$ cat config.mk
export PLATFORM = sky130hd
export DESIGN_NAME = risc16_mem_arb_flat
export DESIGN_NICKNAME = d
export VERILOG_FILES = /design/src/rtl/risc16_mem_arb_if.sv /design/src/rtl/risc16_mem_arb.sv /design/src/flat_wrapper.sv
export SDC_FILE = /design/constraint.sdc
export NUM_CORES = 1
export LEC_CHECK = 0
export CAP_MARGIN = 30
export CORE_MARGIN = 8
export CORE_UTILIZATION = 35
export CTS_CLUSTER_DIAMETER = 150
export DETAILED_ROUTE_END_ITERATION = 7
export HOLD_SLACK_MARGIN = 0.15
export PLACE_DENSITY = 0.74
export SETUP_SLACK_MARGIN = 0.1
export SLEW_MARGIN = 20
export SYNTH_ARGS = -nofsm -noshare
export SYNTH_HDL_FRONTEND = slang
export SYNTH_SLANG_ARGS = --single-unit
$ cat constraint.sdc
create_clock -name clk_i -period 3.3 [get_ports clk_i]
set_clock_uncertainty 0.1 [all_clocks]
set_input_delay 0.66 -clock clk_i [delete_from_list [all_inputs] [get_ports clk_i]]
set_output_delay 0.66 -clock clk_i [all_outputs]
set_load 0.05 [all_outputs]
$ cat src/rtl/risc16_mem_arb_if.sv
// Bus bundle between the RISC-16 requesters, the memory arbiter and its RAM.
// Latency: none here; this is wiring only.
// Backpressure: a requester holds its request until the matching ack is seen.
interface risc16_mem_arb_if #(
  parameter int ADDR_W = 8,
  parameter int DATA_W = 16
);

  // Instruction-fetch port (read-only)
  logic              if_req_i;
  logic [ADDR_W-1:0] if_addr_i;
  logic              if_ack_o;
  logic              if_rvalid_o;
  logic [DATA_W-1:0] if_rdata_o;

  // MEM-stage data port (read/write)
  logic              dm_req_i;
  logic              dm_we_i;
  logic [ADDR_W-1:0] dm_addr_i;
  logic [DATA_W-1:0] dm_wdata_i;
  logic              dm_ack_o;
  logic              dm_rvalid_o;
  logic [DATA_W-1:0] dm_rdata_o;

  // Synchronous single-port RAM
  logic              ram_re_o;
  logic              ram_we_o;
  logic [ADDR_W-1:0] ram_addr_o;
  logic [DATA_W-1:0] ram_wdata_o;
  logic [DATA_W-1:0] ram_rdata_i;

  // Arbiter view
  modport slave (
    input  if_req_i, if_addr_i,
    output if_ack_o, if_rvalid_o, if_rdata_o,
    input  dm_req_i, dm_we_i, dm_addr_i, dm_wdata_i,
    output dm_ack_o, dm_rvalid_o, dm_rdata_o,
    output ram_re_o, ram_we_o, ram_addr_o, ram_wdata_o,
    input  ram_rdata_i
  );

  // Requester / RAM view
  modport master (
    output if_req_i, if_addr_i,
    input  if_ack_o, if_rvalid_o, if_rdata_o,
    output dm_req_i, dm_we_i, dm_addr_i, dm_wdata_i,
    input  dm_ack_o, dm_rvalid_o, dm_rdata_o,
    input  ram_re_o, ram_we_o, ram_addr_o, ram_wdata_o,
    output ram_rdata_i
  );

endinterface

$ cat src/rtl/risc16_mem_arb.sv
// Shares one synchronous single-port RAM between instruction fetch and the MEM-stage data port.
// Latency: ack in the request cycle, RAM command +1, read data on rdata/rvalid +3; one access per cycle.
// Backpressure: an un-acked requester holds its request; data wins unless fetch has sat through STARVE_LIMIT data grants.
module risc16_mem_arb #(
  parameter int ADDR_W       = 8,
  parameter int DATA_W       = 16,
  parameter int STARVE_LIMIT = 3
) (
  input  logic            clk_i,
  input  logic            rst_i,
  risc16_mem_arb_if.slave bus
);

  localparam int               CNT_W   = $clog2(STARVE_LIMIT + 1);
  localparam logic [CNT_W-1:0] LIMIT   = CNT_W'(STARVE_LIMIT);
  localparam logic             PORT_IF = 1'b0;
  localparam logic             PORT_DM = 1'b1;

  // Arbitration state
  logic [CNT_W-1:0]  r_starve_cnt;

  // Registered RAM command
  logic              r_ram_re;
  logic              r_ram_we;
  logic [ADDR_W-1:0] r_ram_addr;
  logic [DATA_W-1:0] r_ram_wdata;

  // Response pipeline: stage 1 rides with the command, stage 2 with ram_rdata_i
  logic              r_s1_vld;
  logic              r_s1_port;
  logic              r_s2_vld;
  logic              r_s2_port;

  // Registered responses
  logic              r_if_rvalid;
  logic [DATA_W-1:0] r_if_rdata;
  logic              r_dm_rvalid;
  logic [DATA_W-1:0] r_dm_rdata;

  // Combinational grant signals
  logic              w_dm_wins;
  logic              w_grant_dm;
  logic              w_grant_if;
  logic              w_dm_write;
  logic              w_issue_rd;
  logic [ADDR_W-1:0] w_addr;

  // Grant: data has priority until fetch has waited LIMIT consecutive data grants.
  // Acks are forced low while reset is held so nothing is accepted into a dead pipeline.
  always_comb begin
    w_dm_wins  = bus.dm_req_i && (!bus.if_req_i || (r_starve_cnt < LIMIT));
    w_grant_dm = w_dm_wins && !rst_i;
    w_grant_if = bus.if_req_i && !w_dm_wins && !rst_i;
    w_dm_write = w_grant_dm && bus.dm_we_i;
    w_issue_rd = w_grant_if || (w_grant_dm && !bus.dm_we_i);
    w_addr     = w_grant_dm ? bus.dm_addr_i : bus.if_addr_i;
  end

  assign bus.if_ack_o = w_grant_if;
  assign bus.dm_ack_o = w_grant_dm;

  // Starvation counter: counts data grants fetch sat through; any fetch grant or idle fetch clears it.
  always_ff @(posedge clk_i or posedge rst_i) begin
    if (rst_i) begin
      r_starve_cnt <= '0;
    end else if (w_grant_dm && bus.if_req_i) begin
      if (r_starve_cnt != LIMIT) begin
        r_starve_cnt <= r_starve_cnt + 1'b1;
      end
    end else begin
      r_starve_cnt <= '0;
    end
  end

  // RAM command register: strobes follow the grant; address/data hold when idle to avoid toggling.
  always_ff @(posedge clk_i or posedge rst_i) begin
    if (rst_i) begin
      r_ram_re    <= 1'b0;
      r_ram_we    <= 1'b0;
      r_ram_addr  <= '0;
      r_ram_wdata <= '0;
    end else begin
      r_ram_re <= w_issue_rd;
      r_ram_we <= w_dm_write;
      if (w_grant_dm || w_grant_if) begin
        r_ram_addr <= w_addr;
      end
      if (w_dm_write) begin
        r_ram_wdata <= bus.dm_wdata_i;
      end
    end
  end

  // Response pipeline: only reads enter it, tagged with the owning port.
  always_ff @(posedge clk_i or posedge rst_i) begin
    if (rst_i) begin
      r_s1_vld  <= 1'b0;
      r_s1_port <= PORT_IF;
      r_s2_vld  <= 1'b0;
      r_s2_port <= PORT_IF;
    end else begin
      r_s1_vld  <= w_issue_rd;
      r_s1_port <= w_grant_dm ? PORT_DM : PORT_IF;
      r_s2_vld  <= r_s1_vld;
      r_s2_port <= r_s1_port;
    end
  end

  // Response routing: RAM data lands in the owner's holding register with a one-cycle rvalid.
  always_ff @(posedge clk_i or posedge rst_i) begin
    if (rst_i) begin
      r_if_rvalid <= 1'b0;
      r_if_rdata  <= '0;
      r_dm_rvalid <= 1'b0;
      r_dm_rdata  <= '0;
    end else begin
      r_if_rvalid <= r_s2_vld && (r_s2_port == PORT_IF);
      r_dm_rvalid <= r_s2_vld && (r_s2_port == PORT_DM);
      if (r_s2_vld && (r_s2_port == PORT_IF)) begin
        r_if_rdata <= bus.ram_rdata_i;
      end
      if (r_s2_vld && (r_s2_port == PORT_DM)) begin
        r_dm_rdata <= bus.ram_rdata_i;
      end
    end
  end

  assign bus.ram_re_o    = r_ram_re;
  assign bus.ram_we_o    = r_ram_we;
  assign bus.ram_addr_o  = r_ram_addr;
  assign bus.ram_wdata_o = r_ram_wdata;

  assign bus.if_rvalid_o = r_if_rvalid;
  assign bus.if_rdata_o  = r_if_rdata;
  assign bus.dm_rvalid_o = r_dm_rvalid;
  assign bus.dm_rdata_o  = r_dm_rdata;

  // The two acks can never be high together.
  a_ack_onehot: assert property (@(posedge clk_i) disable iff (rst_i)
    !(bus.if_ack_o && bus.dm_ack_o));

  // A RAM cycle never reads and writes at once.
  a_strobe_excl: assert property (@(posedge clk_i) disable iff (rst_i)
    !(bus.ram_re_o && bus.ram_we_o));

endmodule

$ cat src/flat_wrapper.sv
// flat-port wrapper written by rule: the top's interface ports become plain ports
module risc16_mem_arb_flat 
#(
  parameter int ADDR_W       = 8,
  parameter int DATA_W       = 16,
  parameter int STARVE_LIMIT = 3
)
  (clk_i, rst_i, bus_if_req_i, bus_if_addr_i, bus_if_ack_o, bus_if_rvalid_o, bus_if_rdata_o, bus_dm_req_i, bus_dm_we_i, bus_dm_addr_i, bus_dm_wdata_i, bus_dm_ack_o, bus_dm_rvalid_o, bus_dm_rdata_o, bus_ram_re_o, bus_ram_we_o, bus_ram_addr_o, bus_ram_wdata_o, bus_ram_rdata_i);
  risc16_mem_arb_if #(.ADDR_W(ADDR_W), .DATA_W(DATA_W)) bus_i ();
  input  logic clk_i;
  input  logic rst_i;
  input wire logic [$bits(bus_i.if_req_i)-1:0] bus_if_req_i;
  input wire logic [$bits(bus_i.if_addr_i)-1:0] bus_if_addr_i;
  output wire logic [$bits(bus_i.if_ack_o)-1:0] bus_if_ack_o;
  output wire logic [$bits(bus_i.if_rvalid_o)-1:0] bus_if_rvalid_o;
  output wire logic [$bits(bus_i.if_rdata_o)-1:0] bus_if_rdata_o;
  input wire logic [$bits(bus_i.dm_req_i)-1:0] bus_dm_req_i;
  input wire logic [$bits(bus_i.dm_we_i)-1:0] bus_dm_we_i;
  input wire logic [$bits(bus_i.dm_addr_i)-1:0] bus_dm_addr_i;
  input wire logic [$bits(bus_i.dm_wdata_i)-1:0] bus_dm_wdata_i;
  output wire logic [$bits(bus_i.dm_ack_o)-1:0] bus_dm_ack_o;
  output wire logic [$bits(bus_i.dm_rvalid_o)-1:0] bus_dm_rvalid_o;
  output wire logic [$bits(bus_i.dm_rdata_o)-1:0] bus_dm_rdata_o;
  output wire logic [$bits(bus_i.ram_re_o)-1:0] bus_ram_re_o;
  output wire logic [$bits(bus_i.ram_we_o)-1:0] bus_ram_we_o;
  output wire logic [$bits(bus_i.ram_addr_o)-1:0] bus_ram_addr_o;
  output wire logic [$bits(bus_i.ram_wdata_o)-1:0] bus_ram_wdata_o;
  input wire logic [$bits(bus_i.ram_rdata_i)-1:0] bus_ram_rdata_i;
  assign bus_i.if_req_i = bus_if_req_i;
  assign bus_i.if_addr_i = bus_if_addr_i;
  assign bus_if_ack_o = bus_i.if_ack_o;
  assign bus_if_rvalid_o = bus_i.if_rvalid_o;
  assign bus_if_rdata_o = bus_i.if_rdata_o;
  assign bus_i.dm_req_i = bus_dm_req_i;
  assign bus_i.dm_we_i = bus_dm_we_i;
  assign bus_i.dm_addr_i = bus_dm_addr_i;
  assign bus_i.dm_wdata_i = bus_dm_wdata_i;
  assign bus_dm_ack_o = bus_i.dm_ack_o;
  assign bus_dm_rvalid_o = bus_i.dm_rvalid_o;
  assign bus_dm_rdata_o = bus_i.dm_rdata_o;
  assign bus_ram_re_o = bus_i.ram_re_o;
  assign bus_ram_we_o = bus_i.ram_we_o;
  assign bus_ram_addr_o = bus_i.ram_addr_o;
  assign bus_ram_wdata_o = bus_i.ram_wdata_o;
  assign bus_i.ram_rdata_i = bus_ram_rdata_i;
  risc16_mem_arb #(.ADDR_W(ADDR_W), .DATA_W(DATA_W), .STARVE_LIMIT(STARVE_LIMIT)) u_core (.clk_i(clk_i), .rst_i(rst_i), .bus(bus_i));
endmodule
After elaboration in Yosys (flattened, before gate mapping) --
Index checks and enable logic that the tools add are counted.
Cells by class: add/subtract/negate cells 1, $lt $le $gt $ge 1, equal/unequal tests 2, mux-type cells 4, bitwise gates (word level) 1, reduce and logical (&&, ||, !) cells 16
Operators by type and width (number):
- $logic_and A1 B1 Y1 | 9
- $mux W8 | 1
- $logic_not A1 Y1 | 4
- $mux W2 | 2
- $ne A2 B2 Y1 const B | 2
- $logic_or A1 B1 Y1 | 3
- $add A2 B1 Y2 const B | 1
- $lt A2 B2 Y1 const B | 1
- $mux W1 | 1
- $not A1 Y1 | 1
Word-level totals: bits in registers 65, output and inout bits 62, logic and storage cells 37

Longest topological paths before layout --
depth in word-level cells 7, mapped depth 4, gate-level depth less buffers 4

Worst setup path after synthesis --
OpenSTA, ideal clock, no wires.
path kind input -> output, from input port rst_i, to output port bus_dm_ack_o, data arrival time 3.164 ns, required time 2.540 ns, slack -0.624 ns, stages on the path 3, buffers on the path 0, cell sequence inv_1 nand3_1 inv_1
On the way: cells in the longest elaborated chain, start to end 2
RTL lines:
- from (decl) | line flat_wrapper.sv:11 | input logic rst_i;
- $logic_not A1 Y1 | line risc16_mem_arb.sv:52 | w_grant_dm = w_dm_wins && !rst_i;
- $logic_and A1 B1 Y1 | line risc16_mem_arb.sv:52
- to (decl) | line flat_wrapper.sv:21 | output wire logic [$bits(bus_i.dm_ack_o)-1:0] bus_dm_ack_o;
No other way between the ends.

Final worst setup path --
Ends and elaborated chain as after synthesis.

==> flow_summary.yaml <==
finish:
  drive_gt1_share_pct: 30.14
  antenna_cells: 0
  multi_input_area_um2: 832.0
  num-nets-final: 332
  fillers: 620
  fin_area_um2: 3941
  ff_latch_area_um2: 1627
  area_growth_pct: 57.26
  fin_util_pct: 55.53
power:
  totalPowerFinal_uw: 2662
  p_int_uw: 1646
  vdd_ir_drop_max_v: 0.0002482
  p_per_area_nw_per_um2: 675.4
  seqPwrFrac_pct: 38.1
  p_switching_uw: 1016
  sw_frac_of_total_pct: 38.18
  p_clk_share_pct: 20.8
  p_comb_share_pct: 41.1
  p_leak_uw: 0.001668
synthesis:
  syn_nets: 209
  synth_most_common_cell: "dfrtp_1"
  synth_cells: 155
  netlist.area_leader.share_pct: 64.90
  synth_seq_cells: 65
  synth_cell_types: 18
  ys.flop_type: "dfrtp_1"
  ys_warn_count: 0
  synth-simple-area-share_pct: 2.247
  synth_compound_area_share_pct: 1.498
  synth_top_family_by_area: "multiplexers"
  async_reset_ff_share_pct: 100.0
  synth-xor-area-share_pct: 0
  synth_commonest_cells: "dfrtp_1 (65), mux2_2 (63), inv_1 (6)"
  netlist_top_cells_area: "dfrtp_1 (65%), mux2_2 (28%), a2111oi_4 (1.1%)"
  synth_edf_count: 0
  synth_mux_area_share_pct: 28.76
  netlist_area_um2: 2506
  postSynthAreaPerCell_um2: 16.17
  synth_adder_area_share_pct: 0.4993
  synth_area_leader_cell: "dfrtp_1"
  ys_seq_area_share_pct: 64.90
worst_setup_path:
  cp_max_fo: 9
  start_kind: "primary input"
  crit_required_ns: 2.54
  cp-startpoint: "rst_i"
  r2r-end: "u_core.bus.ram_wdata_o[5]"
  end_kind: "output port"
  crit_arrival_ns: 1.93
  r2r-start: "u_core.r_starve_cnt[0]"
  worst-r2r-setup-slack_ns: 1.42
  reg2regPathDepth: 4
  criticalPathCategory: "in2out"
  cp-endpoint: "bus_dm_ack_o"
timing:
  max_freq_ghz: 0.3723
  layout_min_cycle_time_ns: 2.686
  timing.final.crit_share_pct: 81.40
  slew_viol_final: 0
  fin_hold_ws_ns: 0.2744
  hold_viol: 0
  fin_tns_setup_ns: 0
  setup_viol: 0
  worstMarginPinSlew_ns: 0.8778
  relSlewSlack_pct: 41.48
  rsz0062_at_grt: "no"
floorplan:
  die_area_um2: 10120
  rows: 31
  start_util_pct: 35.31
  dieHeight_um: 100.6
  ios: 115
  die_x_um: 100.6
  core_area_um2: 7098
global_route:
  gr-usage-all-layers_pct: 12.04
  overflow: 0
  grt_max_degree: 66
  grt_pass1_wl_um: 9466
  antenna_found_initial: 0
  grt_pass1_vias: 1884
cts:
  cts_tree: "done"
  cts_max_level: 3
  clockBufferDepth: 2
  cts.sinks: 65
  cts_setup_buffers: 0
  root_buffer: "clkbuf_8"
  post_cts_resized: 0
  cts_hold_buf: 0
  cts_made_buffers: 9
  clk_pin_slew_worst_paths_ns: 0.06
  worstSkewPairLatency_ns: 0.31
place:
  placed_area_um2: 3780
  dp_hpwl_um: 4460
  gp_congestion: 0.6464
  io_buffers: 114
flow_run:
  drv_cap: 0
drt:
  vias: 1678
  detail_route.wirelength_um: 5883
  post_drt_wl_per_cell_um: 15.44
  dr.pass1.iters: 2
  ant_nets: 0
  first_iter_violations: 24
  viasPerCell: 4.404
  drc: 0
min_path:
  hold_path.class: "reg2reg"
run_status:
  status: "completed"
==> layout by cell type, fill, tap and decap left out, types with 2 or more instances in the layout <==
cell	instances
clkdlybuf4s50_1	112
nor2b_1	2
dfrtp_1	65
clkbuf_8	10
buf_4	4
mux2_2	63
nand2_1	4
clkinv_2	4
inv_1	5
==> power groups by stage <==
stage	sequential [uW]	clock [uW]	combinational [uW]
floorplan	1540	0	178
global placement	1020	0	1100
detailed placement	1030	0	1110
CTS	1010	581	1110
global route	1030	614	1140
finish	1010	554	1100
==> critical path, cell delays in order <==
cell and delay (ns):
clkdlybuf4s50_1 0.63, clkinvlp_4 0.16, nand3_2 0.21, inv_1 0.08, buf_4 0.19
==> layer usage <==
| metal | part of all wire [%] | vias up | global-route usage [%] |
|---|---|---|---|
| li1 | - | 784 | - |
| met1 | 40 | 824 | 13.41 |
| met2 | 50 | 64 | 19.71 |
| met3 | 8.6 | 6 | 5.180 |
| met4 | 0.97 | 0 | 4.884 |
| met5 | 0 | - | 0 |
==> per-stage QoR <==
| stage | worst slack [ns] | cells |
|---|---|---|
| finish | 0.6137 | 381 |
| global route | 0.5370 | 381 |
| CTS | 0.5984 | 381 |
| detailed placement | 0.5938 | 366 |
| global placement | 0.6422 | 366 |
| floorplan | 0.1999 | 155 |
==> worst min path at each step <==
| stage | startpoint | cells past startpoint | slack (ns) | end |
|---|---|---|---|---|
| 3_3_place_gp | u_core.bus.ram_re_o | 0 | 0.26 | u_core.r_s2_vld |
| 5_1_grt | u_core.r_s1_port | 0 | 0.29 | u_core.r_s2_port |
| 2_1_floorplan | u_core.r_s1_port | 0 | 0.23 | u_core.r_s2_port |
| 6_report | u_core.bus.ram_re_o | 0 | 0.27 | u_core.r_s2_vld |
| 3_5_place_dp | u_core.r_s1_port | 0 | 0.26 | u_core.r_s2_port |
| 4_1_cts | u_core.r_s1_port | 0 | 0.28 | u_core.r_s2_port |
==> flip-flops by register name, indices dropped and copies added, names as in the netlist <==
| register | count |
|---|---|
| u_core.bus.dm_rdata_o | 16 |
| u_core.bus.if_rdata_o | 16 |
| u_core.bus.ram_wdata_o | 16 |
| u_core.bus.ram_addr_o | 8 |
| u_core.r_starve_cnt | 2 |
| u_core.bus.dm_rvalid_o | 1 |
| u_core.bus.if_rvalid_o | 1 |
| u_core.bus.ram_re_o | 1 |
| u_core.bus.ram_we_o | 1 |
| u_core.r_s1_port | 1 |
| u_core.r_s2_port | 1 |
| u_core.r_s2_vld | 1 |
==> cell type report <==
cell class / instances / share of cell area (%)
timing repair buffer: 117 / 29.71
tap: 99 / 3.143
clock inverter: 4 / 0.5079
sequential: 65 / 41.27
multi-input combinational: 79 / 21.11
inverter: 6 / 0.6667
clock buffer: 11 / 3.587
==> kinds of logic (layout without fill, tap and decap cells) <==
family	after synthesis	in the layout
simple gates	11	11
compound gates	3	3
mux	64	64
fa+ha+maj	1	1
buf+inv	11	138
flops	65	65
Power figures use the tool's default switching activity.
